--- config.mk ---
export PLATFORM = sky130hd
export DESIGN_NAME = mci_cif_sram_resp
export DESIGN_NICKNAME = d
export VERILOG_FILES = /design/src/rtl/mci_cif_sram_resp.sv
export SDC_FILE = /design/constraint.sdc
export NUM_CORES = 1
export LEC_CHECK = 0
export ABC_AREA = 1
export CAP_MARGIN = 20
export CORE_AREA = 2 2 99 101
export DETAILED_ROUTE_END_ITERATION = 7
export DIE_AREA = 0 0 101 103
export PLACE_DENSITY = 0.78
export SYNTH_ARGS = -nofsm -noshare
export SYNTH_HDL_FRONTEND = slang
export SYNTH_SLANG_ARGS = --single-unit
--- constraint.sdc ---
create_clock -name clk -period 2.37 [get_ports clk]
set_clock_uncertainty 0.15 [all_clocks]
set_input_delay 0.711 -clock clk [delete_from_list [all_inputs] [get_ports clk]]
set_output_delay 0.711 -clock clk [all_outputs]
set_load 0.01 [all_outputs]
--- src/rtl/mci_cif_sram_resp.sv ---
// cif_if target that fronts a single-port word SRAM with RD_LATENCY-cycle reads.
// Accesses are classified in IDLE. Errors and writes complete in the same cycle, and reads stall on cif_hold.
module mci_cif_sram_resp #(
    parameter int DATA_WIDTH  = 32,
    parameter int ADDR_WIDTH  = 32,
    parameter int USER_WIDTH  = 32,
    parameter int DEPTH_WORDS = 1024,
    parameter int RD_LATENCY  = 1
) (
    input  logic                           clk,
    input  logic                           rst,
    input  logic                           cif_dv,
    input  logic [ADDR_WIDTH-1:0]          cif_addr,
    input  logic                           cif_write,
    input  logic [DATA_WIDTH-1:0]          cif_wdata,
    input  logic [DATA_WIDTH/8-1:0]        cif_wstrb,
    input  logic [USER_WIDTH-1:0]          cif_user,
    output logic                           cif_hold,
    output logic [DATA_WIDTH-1:0]          cif_rdata,
    output logic                           cif_error,
    input  logic                           wr_lock,
    input  logic [USER_WIDTH-1:0]          lock_user,
    output logic                           sram_cs,
    output logic                           sram_we,
    output logic [$clog2(DEPTH_WORDS)-1:0] sram_addr,
    output logic [DATA_WIDTH-1:0]          sram_wdata,
    output logic [DATA_WIDTH/8-1:0]        sram_wbe,
    input  logic [DATA_WIDTH-1:0]          sram_rdata,
    output logic [7:0]                     err_cnt
);

    localparam int BYTES = DATA_WIDTH / 8;
    localparam int OFF   = $clog2(BYTES);
    localparam int SAW   = $clog2(DEPTH_WORDS);

    localparam logic [ADDR_WIDTH:0]   REGION_BYTES = (ADDR_WIDTH + 1)'(DEPTH_WORDS * BYTES);
    localparam logic [ADDR_WIDTH-1:0] ALIGN_MASK   = ADDR_WIDTH'(BYTES - 1);
    localparam logic [1:0]            LAT_M1       = 2'(RD_LATENCY - 1);

    if (RD_LATENCY < 1 || RD_LATENCY > 4) begin : g_lat_check
        $error("mci_cif_sram_resp: RD_LATENCY must be in 1..4");
    end

    typedef enum logic [1:0] {
        IDLE,
        RD_WAIT,
        RD_DATA
    } state_e;

    state_e           state_q, state_d;
    logic [1:0]       cnt_q, cnt_d;
    logic [SAW-1:0]   addr_q, addr_d;
    logic [7:0]       err_cnt_q, err_cnt_d;

    logic             req_bad;
    logic             req_lock;
    logic [SAW-1:0]   req_word;

    assign req_bad  = ((cif_addr & ALIGN_MASK) != '0) || ({1'b0, cif_addr} >= REGION_BYTES);
    assign req_lock = cif_write && wr_lock && (cif_user != lock_user);
    assign req_word = cif_addr[OFF +: SAW];

    // NOTE: every output and *_d gets a default before the case, so no path can infer a latch.
    always_comb begin
        state_d    = state_q;
        cnt_d      = cnt_q;
        addr_d     = addr_q;
        err_cnt_d  = err_cnt_q;
        cif_hold   = 1'b0;
        cif_error  = 1'b0;
        cif_rdata  = '0;
        sram_cs    = 1'b0;
        sram_we    = 1'b0;
        sram_addr  = addr_q;
        sram_wdata = cif_wdata;
        sram_wbe   = '0;

        unique case (state_q)
            IDLE: begin
                sram_addr = req_word;
                if (cif_dv) begin
                    if (req_bad || req_lock) begin
                        cif_error = 1'b1;
                        if (err_cnt_q != 8'hFF) err_cnt_d = err_cnt_q + 8'd1;
                    end else if (cif_write) begin
                        sram_cs  = 1'b1;
                        sram_we  = 1'b1;
                        sram_wbe = cif_wstrb;
                    end else begin
                        sram_cs  = 1'b1;
                        cif_hold = 1'b1;
                        addr_d   = req_word;
                        cnt_d    = LAT_M1;
                        state_d  = (RD_LATENCY > 1) ? RD_WAIT : RD_DATA;
                    end
                end
            end
            RD_WAIT: begin
                cif_hold = 1'b1;
                cnt_d    = cnt_q - 2'd1;
                if (cnt_q == 2'd1) state_d = RD_DATA;
            end
            RD_DATA: begin
                cif_rdata = sram_rdata;
                state_d   = IDLE;
            end
            default: state_d = IDLE;
        endcase

        // Keep the SRAM quiet and the cif outputs at their reset values while rst is held.
        if (rst) begin
            cif_hold  = 1'b0;
            cif_error = 1'b0;
            cif_rdata = '0;
            sram_cs   = 1'b0;
            sram_we   = 1'b0;
            sram_wbe  = '0;
        end
    end

    // NOTE: sequential state uses non-blocking assignments only, so all flops update together.
    always_ff @(posedge clk) begin
        if (rst) begin
            state_q   <= IDLE;
            cnt_q     <= '0;
            addr_q    <= '0;
            err_cnt_q <= '0;
        end else begin
            state_q   <= state_d;
            cnt_q     <= cnt_d;
            addr_q    <= addr_d;
            err_cnt_q <= err_cnt_d;
        end
    end

    assign err_cnt = err_cnt_q;

    a_cs_only_idle : assert property (@(posedge clk) disable iff (rst)
        sram_cs |-> (state_q == IDLE));

    a_no_idle_hold : assert property (@(posedge clk) disable iff (rst)
        (state_q == IDLE && !cif_dv) |-> !cif_hold);

    a_req_stable : assert property (@(posedge clk) disable iff (rst)
        (cif_dv && cif_hold) |=> (cif_dv && $stable(cif_addr) && $stable(cif_write) &&
                                  $stable(cif_wdata) && $stable(cif_wstrb) && $stable(cif_user)));

endmodule

-- After elaboration in Yosys (flattened, before gate mapping)
Cells that the tools add are included.
- add/sub/neg operators: 2
- $lt $le $gt $ge: 1
- eq/ne operators: 9
- multiplexer cells: 35
- bitwise operators: 2
- reduce and logical (&&, ||, !) cells: 11
- operator list (kind ; count):
    32-bit two-way mux ; 2
    32-bit by 13-bit greater-or-equal comparator with 1-bit output (second input constant) ; 1
    32-bit inequality test ; 1
    32-bit nonzero test ; 1
    4-bit two-way mux ; 5
    1-bit two-way mux ; 17
    4-bit AND reduction ; 4
    2-bit two-way mux ; 7
    10-bit two-way mux ; 1
    8-bit by 1-bit adder with 8-bit output (second input constant) ; 1
    2-bit inequality test (second input constant) ; 4
    8-bit inequality test (second input constant) ; 1
    2-bit case mux with 2 select lines ; 2
    2-bit by 1-bit == test with 1-bit output (second input constant) ; 2
    2-bit == test (second input constant) ; 1
    1-bit logical AND ; 2
    2-bit zero test ; 1
    1-bit logical OR ; 2
    1-bit inverter ; 2
    1-bit case mux with 2 select lines ; 1
    2-bit nonzero test ; 1
    2-bit by 1-bit subtractor with 2-bit output (second input constant) ; 1
- bits in registers: 22
- input port bits: 169
- output and inout port bits: 90
- logic and storage cells: 64

-- Logic depth before layout (Yosys ltp)
Gate-level depths: netlist of run 1.
- depth after elaboration: 7
- depth in mapped cells: 15
- mapped depth without buffers: 14

-- Least setup slack after synthesis of run 1
Ideal clock, no wire load.
- path kind: in2out
- start point: input cif_addr[22]
- end point: output sram_wbe[0]
- data arrival time: 1.828 ns
- data required time: 1.509 ns
- path slack: -0.319 ns
- stages: 9
- buffers on the path: 0
- path through: nor4_2 > nand3b_1 > nor3_4 > nand2_1 > nor2_1 > nand2_1 > inv_1 > nand2_1 > nor2_1
- word-level cells in the longest chain between the ends: 7
- RTL lines (element ; line ; text):
    from (decl) ; 13 ; input logic [ADDR_WIDTH-1:0] cif_addr,
    32-bit by 13-bit greater-or-equal comparator with 1-bit output ; 59 ; assign req_bad = ((cif_addr & ALIGN_MASK) != '0) || ({1'b0, cif_addr} >= REGION_BYTES);
    1-bit logical OR ; 59 ;
    1-bit logical OR ; 82 ; if (req_bad || req_lock) begin
    4-bit two-way mux ; 82 ;
    4-bit two-way mux ; 81 ; if (cif_dv) begin
    4-bit two-way mux ; 78 ; unique case (state_q)
    4-bit two-way mux ; 111 ; if (rst) begin
    to (decl) ; 27 ; output logic [DATA_WIDTH/8-1:0] sram_wbe,
No other way between the ends.

-- Worst setup path after layout of run 1
- start point: input cif_addr[0]
- end point: output sram_wbe[3]
- word-level cells in the longest chain between the ends: 7
- elaborated cells on any way between the ends: 8
- those cells by class: 1 x order compare; 4 x mux; 3 x reduce/logical
- RTL lines (element ; line):
    32-bit by 13-bit greater-or-equal comparator with 1-bit output or 32-bit nonzero test (tied branches) ; 59
    1-bit logical OR (*) ; 59
    1-bit logical OR (*) ; 82
    4-bit two-way mux (*) ; 82
    4-bit two-way mux (*) ; 81
    4-bit two-way mux (*) ; 78
    4-bit two-way mux (*) ; 111
Mark *: on every way between the ends. The rest lies on a longest branch, timed or not.

==> results of run 1 <==
==> sequential cells by signal (all words and copies together), names as in the netlist <==
register  flops
state_q       1
addr_q       10
err_cnt       8
==> worst min-delay path, stage by stage (launching register included) <==
cell and delay, ns:
dfxtp_1 0.33, o21ai_1 0.07, nor2_1 0.07
==> synth_stat cells <==
master / instances
nand3_4: 1
nand2_2: 2
o21ai_1: 10
nor3_4: 1
nor2_4: 1
inv_2: 1
buf_6: 3
clkinv_1: 1
buf_4: 32
nor3_1: 1
xnor2_1: 24
nand2_1: 126
or2_2: 1
nor2_1: 71
buf_2: 1
nand3b_1: 1
nor2_2: 8
nand4_1: 9
nor4_2: 2
nand3_1: 3
ha_1: 1
nand3_2: 1
a21oi_1: 7
inv_1: 31
xor2_1: 5
clkbuf_1: 11
dfxtp_1: 19
a21oi_2: 1
==> area by class of cell <==
type / count / area, sq um / share of cell area [%]
Timing Repair Buffer: 223 / 1830 / 44.3
Multi-Input combinational cell: 276 / 1600 / 38.7
Sequential cell: 19 / 380 / 9.21
Clock buffer: 3 / 41.3 / 1.00
Tap cell: 114 / 143 / 3.45
Clock inverter: 1 / 5.00 / 0.121
Inverter: 33 / 131 / 3.18
==> layer usage <==
layer	GRT usage, %	up-vias	wire [microns]
li1	-	1457	-
met1	16.6	1239	3270
met2	29.9	148	4620
met3	3.12	26	671
met4	5.61	0	268
met5	0	-	0
==> through the flow <==
| stage | TNS [ns] | util [%] | worst slack [ns] | area (sq um) | hold slack, ns |
|---|---|---|---|---|---|
| 2_1_floorplan | -1.41 | - | -0.232 | 2220 | 0.312 |
| 3_3_place_gp | -39.88 | 44.0 | -1.26 | 4170 | 0.333 |
| 3_5_place_dp | -40.82 | 44.0 | -1.30 | 4170 | 0.342 |
| 4_1_cts | -5.31 | 43.1 | -0.657 | 4080 | 0.360 |
| 5_1_grt | -4.36 | 43.7 | -0.580 | 4130 | 0.396 |
| 6_report | -3.47 | 43.7 | -0.477 | 4130 | 0.355 |
==> cells by family after synthesis <==
| group | synth area share [%] |
|---|---|
| compound gates | 4.35 |
| xor+xnor | 11.8 |
| fa+ha+maj | 0.580 |
| buf+inv | 20.6 |
| flops | 17.6 |
| simple gates | 45.1 |
==> path summary, 6_finish.rpt <==
path	start	endpoint	slack, ns
hold reg to reg	addr_q[6]$_SDFFE_PP0P_	addr_q[6]$_SDFFE_PP0P_	0.36
setup reg to reg	err_cnt[0]$_SDFFE_PP0P_	err_cnt[0]$_SDFFE_PP0P_	0.54
hold / removal	addr_q[6]$_SDFFE_PP0P_	addr_q[6]$_SDFFE_PP0P_	0.36
setup / recovery	cif_addr[0]	sram_wbe[3]	-0.48
==> repair_timing <==
action | 4_1_cts | 5_1_grt
resized for setup | 365 | 196
endpoints found under the setup margin | 68 | 36
gates cloned | 3 | 0
buffers inserted | 3 | 3
pin swaps | 68 | 82
==> power groups by stage <==
stage          Combinational, mW  Sequential, mW  Clock, mW
2_1_floorplan              0.169           0.333          0
3_3_place_gp               0.411           0.332          0
3_5_place_dp               0.420           0.333          0
4_1_cts                    0.395           0.325      0.231
5_1_grt                    0.452           0.326      0.246
6_report                   0.415           0.325      0.224
==> run metrics, run 1 <==
Initial Util=about 23%; Mean Syn Cell Area=between 5 and 6 sq um; H-Tree Depth=1; die width=around 100 microns; status=complete, but fails checks; dominant cell type by area after synthesis=nand2_1; core region area=between 9000 and 10000 sq um; Reg power frac=about a third; Internal Power=between 600 and 700 uW; fillers=approximately 980; Yosys reg bits=19; Worst path slowest cell=dlygate4sd2_1; Post-CTS Hold Fix Bufs=0; failing checks=setup timing; Cell Rows=36; Slew Limit Fails=0; critical path type=in2out; Pre-antenna DRT Iters=4; number of synthesis warnings=0; GR Overflow Total=0; Clk pwr share=23.2%; vias per cell=4.29; DPL Wire Length=slightly above 7 mm; Layout area overhead=91.4%; Cell Chain, Critical Path=dlygate4sd2_1 -> or2_4 -> nor3_4 -> nand2_2 -> nor2_2 -> nand2_2 -> inv_4 -> nand2_8 -> nor2_4 -> buf_6; Num CTS Buffers=3; Max clock buf depth=2; critical path's top delay family=simple AND/OR/NAND/NOR gates; root buffer cell=clkbuf_8; Total GRT Usage=between 15 and 20%; most frequent cells in the layout=117 x nand2_1, 49 x clkbuf_2, 47 x nor2_1, 47 x buf_2, 46 x clkdlybuf4s50_1; Crit. path cell count=10; Starting DRT DRC Count=50; global-route wire length before repair=approximately 13 mm; PnR worst setup slack=-0.477 ns; highest clock rate=around 350 MHz; CP Max Fanout=5; Final min period=about 2.8 ns; WHS Path Cells=2; vias in the first global route=2825; CP required=roughly 1.5 ns; fin crit share=120%; DR DRC count=0; diodes inserted=0; sequential area share after synthesis=approximately 18%; Post-Syn Nets=around 550; share of cells above drive strength 1=between 40% and 50%; P per Cell Area=between 200 and 250 nW/um^2; top cell type's share of synthesized area=roughly 22%; Worst Path Buf+Inv=3; I/O pins=259; final instance count without filler cells=between 600 and 700; # placed instances=658; Sink Count=19; final hold violations=0; Syn Std Cell Area=about 2200 sq um; Worst path max stage delay=0.23 ns; ANT nets after route=0; worst path arrival time=between 1.5 and 2 ns; Vias=around 2900; clock-pin slew on the worst setup and hold paths=~0.07 ns; count of final setup violators=8; combinational power share=between 40% and 50%; RePlAce Congestion=between 0.9 and 1; total power=just under 1 mW; maximum vdd drop=roughly 0.17 mV; initial antenna violation count=0; pin count of the biggest net entering global routing=between 40 and 50; path depth of the worst reg2reg path=7; most used cell, CP=nand2_2; Rel. slew slack=a little under three quarters; final WL=8.83 mm; Max-cap violations=0; Cell variety after synth=28; worst-skew pair later-pin latency=roughly 0.25 ns; WL/cell=approximately 13 microns; top cells by area, synth=nand2_1 22%, dfxtp_1 18%, nor2_1 12%, buf_4 11%, xnor2_1 9.7%; Gate Count Post-Synth=between 300 and 400; Hold Crit Class=reg2reg; Die H=103 microns; P_sw=roughly 270 uW; CTS tree=built; sw frac=28.1%; Leakage=between 2 and 2.5 nW; full die area=approximately 10000 sq um; Final #Nets=between 700 and 800; critical path capture point type=output port; worst slew pin tran=0.431 ns; commonest non-fill, non-tap cell in the layout=nand2_1; I/O Buffers=194; Critical Path Start Type=input pin; RSZ-0062 raised after global routing=yes
No activity file was read; power rests on OpenSTA's default activity.
==> run 2: changes to the inputs <==
--- a/config.mk
+++ b/config.mk
@@ -6,11 +6,12 @@
 export NUM_CORES = 1
 export LEC_CHECK = 0
 export ABC_AREA = 1
-export CAP_MARGIN = 20
+export CAP_MARGIN = 40
 export CORE_AREA = 2 2 99 101
 export DETAILED_ROUTE_END_ITERATION = 7
 export DIE_AREA = 0 0 101 103
 export PLACE_DENSITY = 0.78
+export SKIP_LAST_GASP = 1
 export SYNTH_ARGS = -nofsm -noshare
 export SYNTH_HDL_FRONTEND = slang
 export SYNTH_SLANG_ARGS = --single-unit
==> run 2 against run 1 <==
The run still ends with setup timing left. Largest power group unchanged. Largest cell class unchanged. Total power about the same. Hold slack stayed put. Clock power about the same. Setup slack is essentially flat.
==> run metrics, run 2 (synthesis gave the netlist of run 1 again) <==
status=complete, but fails checks; failing checks=setup timing; WL/cell=13.2 microns (-0.26%); Cell Area, Placed=4170 sq um (unchanged); Cell Rows=36 (unchanged); GR Overflow Total=0 (unchanged); global-route wire length before repair=12.9 mm (unchanged); worst slew pin tran=0.429 ns (-0.00131 ns); Clk pwr share=23.2% (about the same); Internal Power=694 uW (about the same); Final #Nets=726 (unchanged); CP Max Fanout=5 (unchanged); share of cells above drive strength 1=41.6% (-0.18 points); RePlAce Congestion=0.943 (unchanged); Initial Util=22.8% (unchanged); R2R Path Start=err_cnt[0]$_SDFFE_PP0P_; Max-cap violations=0 (unchanged); initial antenna violation count=0 (unchanged); critical path capture point type=output port; path depth of the worst reg2reg path=7 (unchanged); critical path type=in2out; DR DRC count=0 (unchanged); RSZ-0062 raised after global routing=yes; Pre-antenna DRT Iters=4 (unchanged); P per Cell Area=234 nW/um^2 (about the same); diodes inserted=0 (unchanged); Hold Crit Class=reg2reg; Worst Hold End=addr_q[6]$_SDFFE_PP0P_; Starting DRT DRC Count=52 (+4.0%); Slew Limit Fails=0 (unchanged); full die area=10400 sq um (unchanged); combinational power share=43.0% (about the same); worst path arrival time=1.99 ns (about the same); Die H=103 microns (unchanged); Max clock buf depth=2 (unchanged); final hold violations=0 (unchanged); Sink Count=19 (unchanged); Worst R2R End=err_cnt[0]$_SDFFE_PP0P_; Critical Path Start Type=input pin; commonest non-fill, non-tap cell in the layout=nand2_1; number of flip-flops in the largest register=10 (unchanged); DPL Wire Length=7.16 mm (unchanged); fin crit share=120% (about the same); CP required=1.51 ns (about the same); core region area=9460 sq um (unchanged); I/O pins=259 (unchanged); fillers=985 (+0.10%); Reg power frac=33.7% (about the same); Rel. slew slack=71.4% (+0.088 points); pin count of the biggest net entering global routing=43 (unchanged); Num CTS Buffers=3 (unchanged); H-Tree Depth=1 (unchanged); P_sw=270 uW (-0.17%); Vias=2856 (-0.49%); hold path start=addr_q[6]$_SDFFE_PP0P_; hold_ws=0.355 ns (unchanged); Total GRT Usage=15.5% (unchanged); root buffer cell=clkbuf_8; WHS Path Cells=2 (unchanged); vias per cell=4.27 (-0.49%); Leakage=2.10 nW (-0.42%); Layout area overhead=91.2%; post-route cell area=4120 sq um (-0.12%); most frequent cells in the layout=117 x nand2_1, 49 x clkbuf_2, 48 x nor2_1; sw frac=28.0% (-0.041 points); clock-pin slew on the worst setup and hold paths=0.07 ns (about the same); largest register by flop count=addr_q; die width=101 microns (unchanged); PnR worst setup slack=-0.477 ns (-0.0000510 ns); CTS tree=built; vias in the first global route=2825 (unchanged); highest clock rate=351 MHz (about the same); pre-CTS setup slack=-1.30 ns (unchanged); maximum vdd drop=0.171 mV (about the same); Final min period=2.85 ns (+0.0000510 ns); count of final setup violators=8 (unchanged); ANT nets after route=0 (unchanged); I/O Buffers=194 (unchanged); final WL=8.81 mm (-0.26%); worst-skew pair later-pin latency=0.25 ns (about the same); Reg2Reg Setup Slack=0.54 ns (about the same)
-- run 2: cell count changes in the layout (fill, tap and decap cells not counted), sizes merged --
| cell | delta |
|---|---|
| clkdlybuf4s50 | +1 |
| dlymetal6s2s | -1 |
-- run 2: worst max path at each step --
stage	startpoint	endpoint	cells after the start
floorplan	cif_addr[22]	sram_wbe[0]	9
global placement	cif_addr[22]	sram_wbe[0]	11
detailed placement	cif_addr[22]	sram_wbe[3]	11
CTS	cif_addr[30]	sram_wbe[3]	12
global route	lock_user[29]	cif_hold	13
finish	cif_addr[0]	sram_wbe[3]	10
-- run 2: power by group through the flow --
stage / clock [mW] / combinational, mW / sequential (mW)
floorplan: 0 / 0.169 / 0.333
global placement: 0 / 0.411 / 0.332
detailed placement: 0 / 0.420 / 0.333
CTS: 0.231 / 0.395 / 0.325
global route: 0.246 / 0.452 / 0.326
finish: 0.224 / 0.415 / 0.325
-- run 2: repair_timing --
item / in CTS / in global routing
cloned: 3 / 0
pin swaps: 68 / 82
setup buffers: 3 / 3
gates resized for setup: 365 / 194
setup endpoints to repair: 68 / 36
hold buffers: 0 / 0
-- run 2: critical path, cell delays in order --
cell	delay (ns)
dlygate4sd2_1	0.23
or2_4	0.23
nor3_4	0.20
nand2_2	0.08
nor2_2	0.09
nand2_2	0.07
inv_4	0.08
nand2_8	0.08
nor2_4	0.10
buf_6	0.11
-- run 2: final cells by class --
cell class	instances	area [sq um]	share of cell area, %
Tap cell	114	143	3.46
Clock inverter	1	5.00	0.121
Clock buffer	3	41.3	1.00
Sequential cell	19	380	9.22
Inverter	33	131	3.19
Timing Repair Buffer	223	1830	44.3
Multi-Input combinational cell	276	1600	38.7
-- run 2: layer usage --
layer  share of wire [%]  track usage, %  vias to the layer above
met2                  52            29.9                      141
li1                    -               -                     1457
met1                  37            16.6                     1232
met4                 3.1            5.61                        0
met3                 7.8            3.12                       26
met5                   0               0                        -
-- run 2: metrics by stage --
| stage | std cells | setup TNS [ns] | util (%) | power, mW |
|---|---|---|---|---|
| floorplan | 375 | -1.41 | - | 0.502 |
| global placement | 658 | -39.88 | 44.0 | 0.744 |
| detailed placement | 658 | -40.82 | 44.0 | 0.752 |
| CTS | 668 | -5.31 | 43.1 | 0.951 |
| global route | 669 | -4.39 | 43.6 | 1.02 |
| finish | 669 | -3.47 | 43.6 | 0.964 |
